### src/rtl/gate_test_sequencer.sv
// Drives a 2-input / 3-output gate unit through 00,01,10,11, samples its outputs
// after a settle time and accumulates a per-vector error map and count.
module gate_test_sequencer #(
    parameter int unsigned HOLD   = 2,
    parameter logic [3:0]  EXP_Y1 = 4'b1000,
    parameter logic [3:0]  EXP_Y2 = 4'b1110,
    parameter logic [3:0]  EXP_Y3 = 4'b0110
) (
    input  logic       clk,
    input  logic       rst,
    input  logic       start,
    input  logic [2:0] y,
    output logic       a,
    output logic       b,
    output logic       busy,
    output logic       done,
    output logic       pass,
    output logic [3:0] err_map,
    output logic [2:0] err_cnt
);

    typedef enum logic [1:0] {IDLE, SETTLE, CHECK, DONE} state_t;

    localparam logic [3:0] HOLD_LAST = 4'(HOLD - 1);

    state_t     state, state_nxt;
    logic [1:0] idx, idx_nxt;
    logic [3:0] cnt, cnt_nxt;
    logic [3:0] err_map_nxt;
    logic [2:0] err_cnt_nxt;
    logic       pass_nxt;
    logic [2:0] exp_y;
    logic       mismatch;

    always_ff @(posedge clk or posedge rst) begin
        if (rst) begin
            state   <= IDLE;
            idx     <= 2'd0;
            cnt     <= 4'd0;
            err_map <= 4'd0;
            err_cnt <= 3'd0;
            pass    <= 1'b0;
        end else begin
            state   <= state_nxt;
            idx     <= idx_nxt;
            cnt     <= cnt_nxt;
            err_map <= err_map_nxt;
            err_cnt <= err_cnt_nxt;
            pass    <= pass_nxt;
        end
    end

    assign exp_y    = {EXP_Y3[idx], EXP_Y2[idx], EXP_Y1[idx]};
    assign mismatch = (y != exp_y);

    // A new run may be launched from IDLE or DONE; start is ignored while busy.
    always_comb begin
        state_nxt   = state;
        idx_nxt     = idx;
        cnt_nxt     = cnt;
        err_map_nxt = err_map;
        err_cnt_nxt = err_cnt;
        pass_nxt    = pass;
        case (state)
            IDLE, DONE: begin
                if (start) begin
                    state_nxt   = SETTLE;
                    idx_nxt     = 2'd0;
                    cnt_nxt     = 4'd0;
                    err_map_nxt = 4'd0;
                    err_cnt_nxt = 3'd0;
                    pass_nxt    = 1'b0;
                end
            end
            SETTLE: begin
                cnt_nxt = cnt + 4'd1;
                if (cnt == HOLD_LAST) begin
                    state_nxt = CHECK;
                end
            end
            CHECK: begin
                cnt_nxt = 4'd0;
                if (mismatch) begin
                    err_map_nxt[idx] = 1'b1;
                    err_cnt_nxt      = err_cnt + 3'd1;
                end
                if (idx == 2'd3) begin
                    state_nxt = DONE;
                    idx_nxt   = 2'd0;
                    pass_nxt  = (err_cnt_nxt == 3'd0);
                end else begin
                    state_nxt = SETTLE;
                    idx_nxt   = idx + 2'd1;
                end
            end
            default: begin
                state_nxt = IDLE;
            end
        endcase
    end

    assign a    = idx[1];
    assign b    = idx[0];
    assign busy = (state == SETTLE) || (state == CHECK);
    assign done = (state == DONE);

endmodule
### config.mk
export PLATFORM = sky130hd
export DESIGN_NAME = gate_test_sequencer
export DESIGN_NICKNAME = d
export VERILOG_FILES = /design/src/rtl/gate_test_sequencer.sv
export SDC_FILE = /design/constraint.sdc
export NUM_CORES = 1
export LEC_CHECK = 0
export ABC_AREA = 1
export CORE_MARGIN = 5
export CORE_UTILIZATION = 35
export CTS_CLUSTER_DIAMETER = 30
export DETAILED_ROUTE_END_ITERATION = 8
export PLACE_DENSITY = 0.66
export SLEW_MARGIN = 10
export SYNTH_ARGS = -nofsm -noshare
export SYNTH_HDL_FRONTEND = slang
export SYNTH_SLANG_ARGS = --single-unit
### constraint.sdc
create_clock -name clk -period 2.2 [get_ports clk]
set_clock_uncertainty 0.2 [all_clocks]
set_input_delay 0.44 -clock clk [delete_from_list [all_inputs] [get_ports clk]]
set_output_delay 0.44 -clock clk [all_outputs]
set_load 0.01 [all_outputs]
==> results.toml <==
[yosys]
number_of_instances_in_the_synthesized_netlist = 115
yosysSeqAreaShare = 0.409
synth_area_per_cell_sq_um = 8.52
synth-seq-cells = 16
synth_area_sq_um = 980
syn_nets = 132
synth-warning-count = 0
synth_cell_types = 22

[run]
maxCapViolCount = 0

[sta]
max_slew.worst_pin.slew_ns = 0.628
timing.final.setup_violations = 0
tns_ns = 0
grt_setup_unrepaired = "no"
maxSlewViolCount = 0
final_hold_viol_count = 0
max-slew-margin-rel = 0.581
timing.fmax_mhz = 472
layout_min_cycle_time_ns = 2.12
timing.final.crit_share = 0.963

[die]
fp.dieW_um = 62.9
core.rowCount = 19
floorplan.die.height_um = 62.9
number_of_primary_i_o_pins = 18
design.die.area_sq_um = 3960
initial_utilization = 0.361
core_area_sq_um = 2710

[setup_path]
worstPathCellList = "buf_4 -> ha_1 -> clkdlybuf4s50_1"
max_stage_delay_ns = 0.47
timing.critical_path.required_ns = 1.56
cp_max_fo = 4
timing.setup.critical_path_class = "reg -> out"
timing.critical_path.from_type = "flip-flop"
setup.worst_path.end_class = "output pin"
cp_slowest_cell = "clkdlybuf4s50_1"
critPathArrivalTime_ns = 1.48

[power_and_ir_drop]
power_per_cell_area_nw_per_um2 = 1210
finalPower_mw = 1.47
peakVddDrop_v = 0.00102
leakagePower_nw = 0.575

[finish]
post_route_cells_drive_above_1_share = 0.125
final_cells = 167
synthToLayoutAreaGrowth_pct = 24.3
final_area_sq_um = 1220
num_antenna_cells = 0
net_count_of_the_finished_layout = 155

[grt]
wire_length_of_the_first_global_routing_pass_um = 3590
groute.usage.overall = 0.110
maximum_number_of_pins_on_one_net_before_global_route_repair = 17
global_route.overflow_total = 0
grt_antenna_before_repair = 0
grt_pass1_vias = 844

[clocking]
clockBufferDepth = 2
hold_buffers = 0
clk_pin_slew_worst_paths_ns = 0.09
insertion_delay_ns = 0.29
cts_tree = "built"
numCtsBuffers = 3
h-tree-depth = 1
clkSinkCount = 16
cts-root-buf = "clkbuf_4"

[drt]
routed_wl_um = 1930
avgRoutedWirePerCell_um = 11.5
drt-vias-per-instance = 4.76
num_vias = 795
ant_nets = 0
detail_route.iter0.violations = 27
first_pass_detailed_route_iteration_total = 3
drc = 0

[placement]
gp_congestion = 0.802
port_buffers = 17
place_inst = 163
placedInstanceArea_sq_um = 1190
detailedPlacementHpwl_um = 1540

[outcome]
status = "completed"

[worst_hold_path]
hold_class = "reg -> reg"
routing by layer:
| metal | vias up | share of wire | track usage | wire length [um] |
|---|---|---|---|---|
| met5 | - | 0 | 0 | 0 |
| met4 | 0 | 0.018 | 0.0477 | 35 |
| met3 | 5 | 0.044 | 0.0216 | 84 |
| met2 | 14 | 0.50 | 0.179 | 955 |
| met1 | 366 | 0.44 | 0.139 | 852 |
| li1 | 410 | - | - | - |
cell type report:
class	instances	area, sq um
Multi-Input combinational cell	75	487
Tap cell	31	38.8
Timing Repair Buffer	18	176
Clock buffer	3	22.5
Fill cell	279	1490
Inverter	24	92.6
Sequential cell	16	400
flip-flops by register name, summed over array words and instances, names as in the netlist:
register / count
pass: 1
err_map: 4
cnt: 4
idx: 2
err_cnt: 3
state: 2
path summary, 6_finish.rpt:
kind	slack [ns]	end	cells after the start	start
worst min-delay path	0.31	pass	2	pass
max in group asynchronous	1.06	err_map[1]	2	rst
worst max-delay path	0.08	done	3	state[0]
worst max register to register	0.33	pass	7	idx[0]
worst min register to register	0.31	pass	2	pass
min in group asynchronous	0.33	err_cnt[1]	2	rst
per-stage QoR:
stage                     setup slack (ns)  hold WS (ns)   util
after global placement               0.154         0.287  0.439
after floorplan                      0.430         0.154      -
after CTS                           0.0638         0.317  0.449
final                               0.0807         0.307  0.449
after global routing                0.0232         0.351  0.449
after detailed placement             0.120         0.288  0.439
layout by cell type, fill, tap and decap left out:
| cell type | netlist | routed |
|---|---|---|
| a21oi_1 | 7 | 7 |
| a21oi_4 | 1 | 1 |
| buf_4 | 0 | 1 |
| clkbuf_4 | 0 | 3 |
| clkdlybuf4s50_1 | 0 | 16 |
| dfrtp_1 | 16 | 16 |
| dlygate4sd2_1 | 0 | 1 |
| ha_1 | 11 | 11 |
| inv_1 | 20 | 20 |
| inv_2 | 3 | 3 |
| inv_4 | 1 | 1 |
| nand2_1 | 17 | 17 |
| nand2_2 | 3 | 3 |
| nand3_1 | 8 | 8 |
| nand3_4 | 1 | 1 |
| nand4_1 | 1 | 1 |
| nor2_1 | 6 | 6 |
| nor2_2 | 2 | 2 |
| nor2_4 | 1 | 1 |
| nor3_1 | 2 | 2 |
| o211ai_1 | 1 | 1 |
| o21ai_0 | 1 | 1 |
| o21ai_1 | 9 | 9 |
| o22ai_1 | 2 | 2 |
| xnor2_1 | 1 | 1 |
| xnor2_2 | 1 | 1 |
power by group:
part | internal [mW] | switching, mW
combinational | 0.357 | 0.508
sequential | 0.383 | 0.0713
clock | 0.0636 | 0.0886
synthesized netlist by cell type:
cell	n	area, sq um
a21oi_1	7	35.0
a21oi_4	1	16.3
dfrtp_1	16	400
ha_1	11	138
inv_1	20	75.1
inv_2	3	11.3
inv_4	1	6.26
nand2_1	17	63.8
nand2_2	3	18.8
nand3_1	8	40.0
nand3_4	1	17.5
nand4_1	1	6.26
nor2_1	6	22.5
nor2_2	2	12.5
nor2_4	1	11.3
nor3_1	2	10.0
o211ai_1	1	7.51
o21ai_0	1	5.00
o21ai_1	9	45.0
o22ai_1	2	12.5
xnor2_1	1	8.76
xnor2_2	1	16.3
critical path: cells and delay by family, from the launching register on:
kind                     cells  cell delay (ns)
buffers and inverters        2             0.62
flip-flops                   1             0.39
adder cells (fa/ha/maj)      1             0.19
kinds of logic (layout without fill, tap and decap cells):
kind of cell	Yosys count	count (layout)	synth area share
simple gates	41	41	0.207
fa+ha+maj	11	11	0.140
xor+xnor	2	2	0.0255
buf+inv	24	45	0.0945
flops	16	16	0.409
compound gates	21	21	0.124
what timing repair did:
action,CTS,global route
buffers inserted,1,0
setup endpoints to repair,1,0
resized for setup,1,0
(Power assumes the default switching activity.)
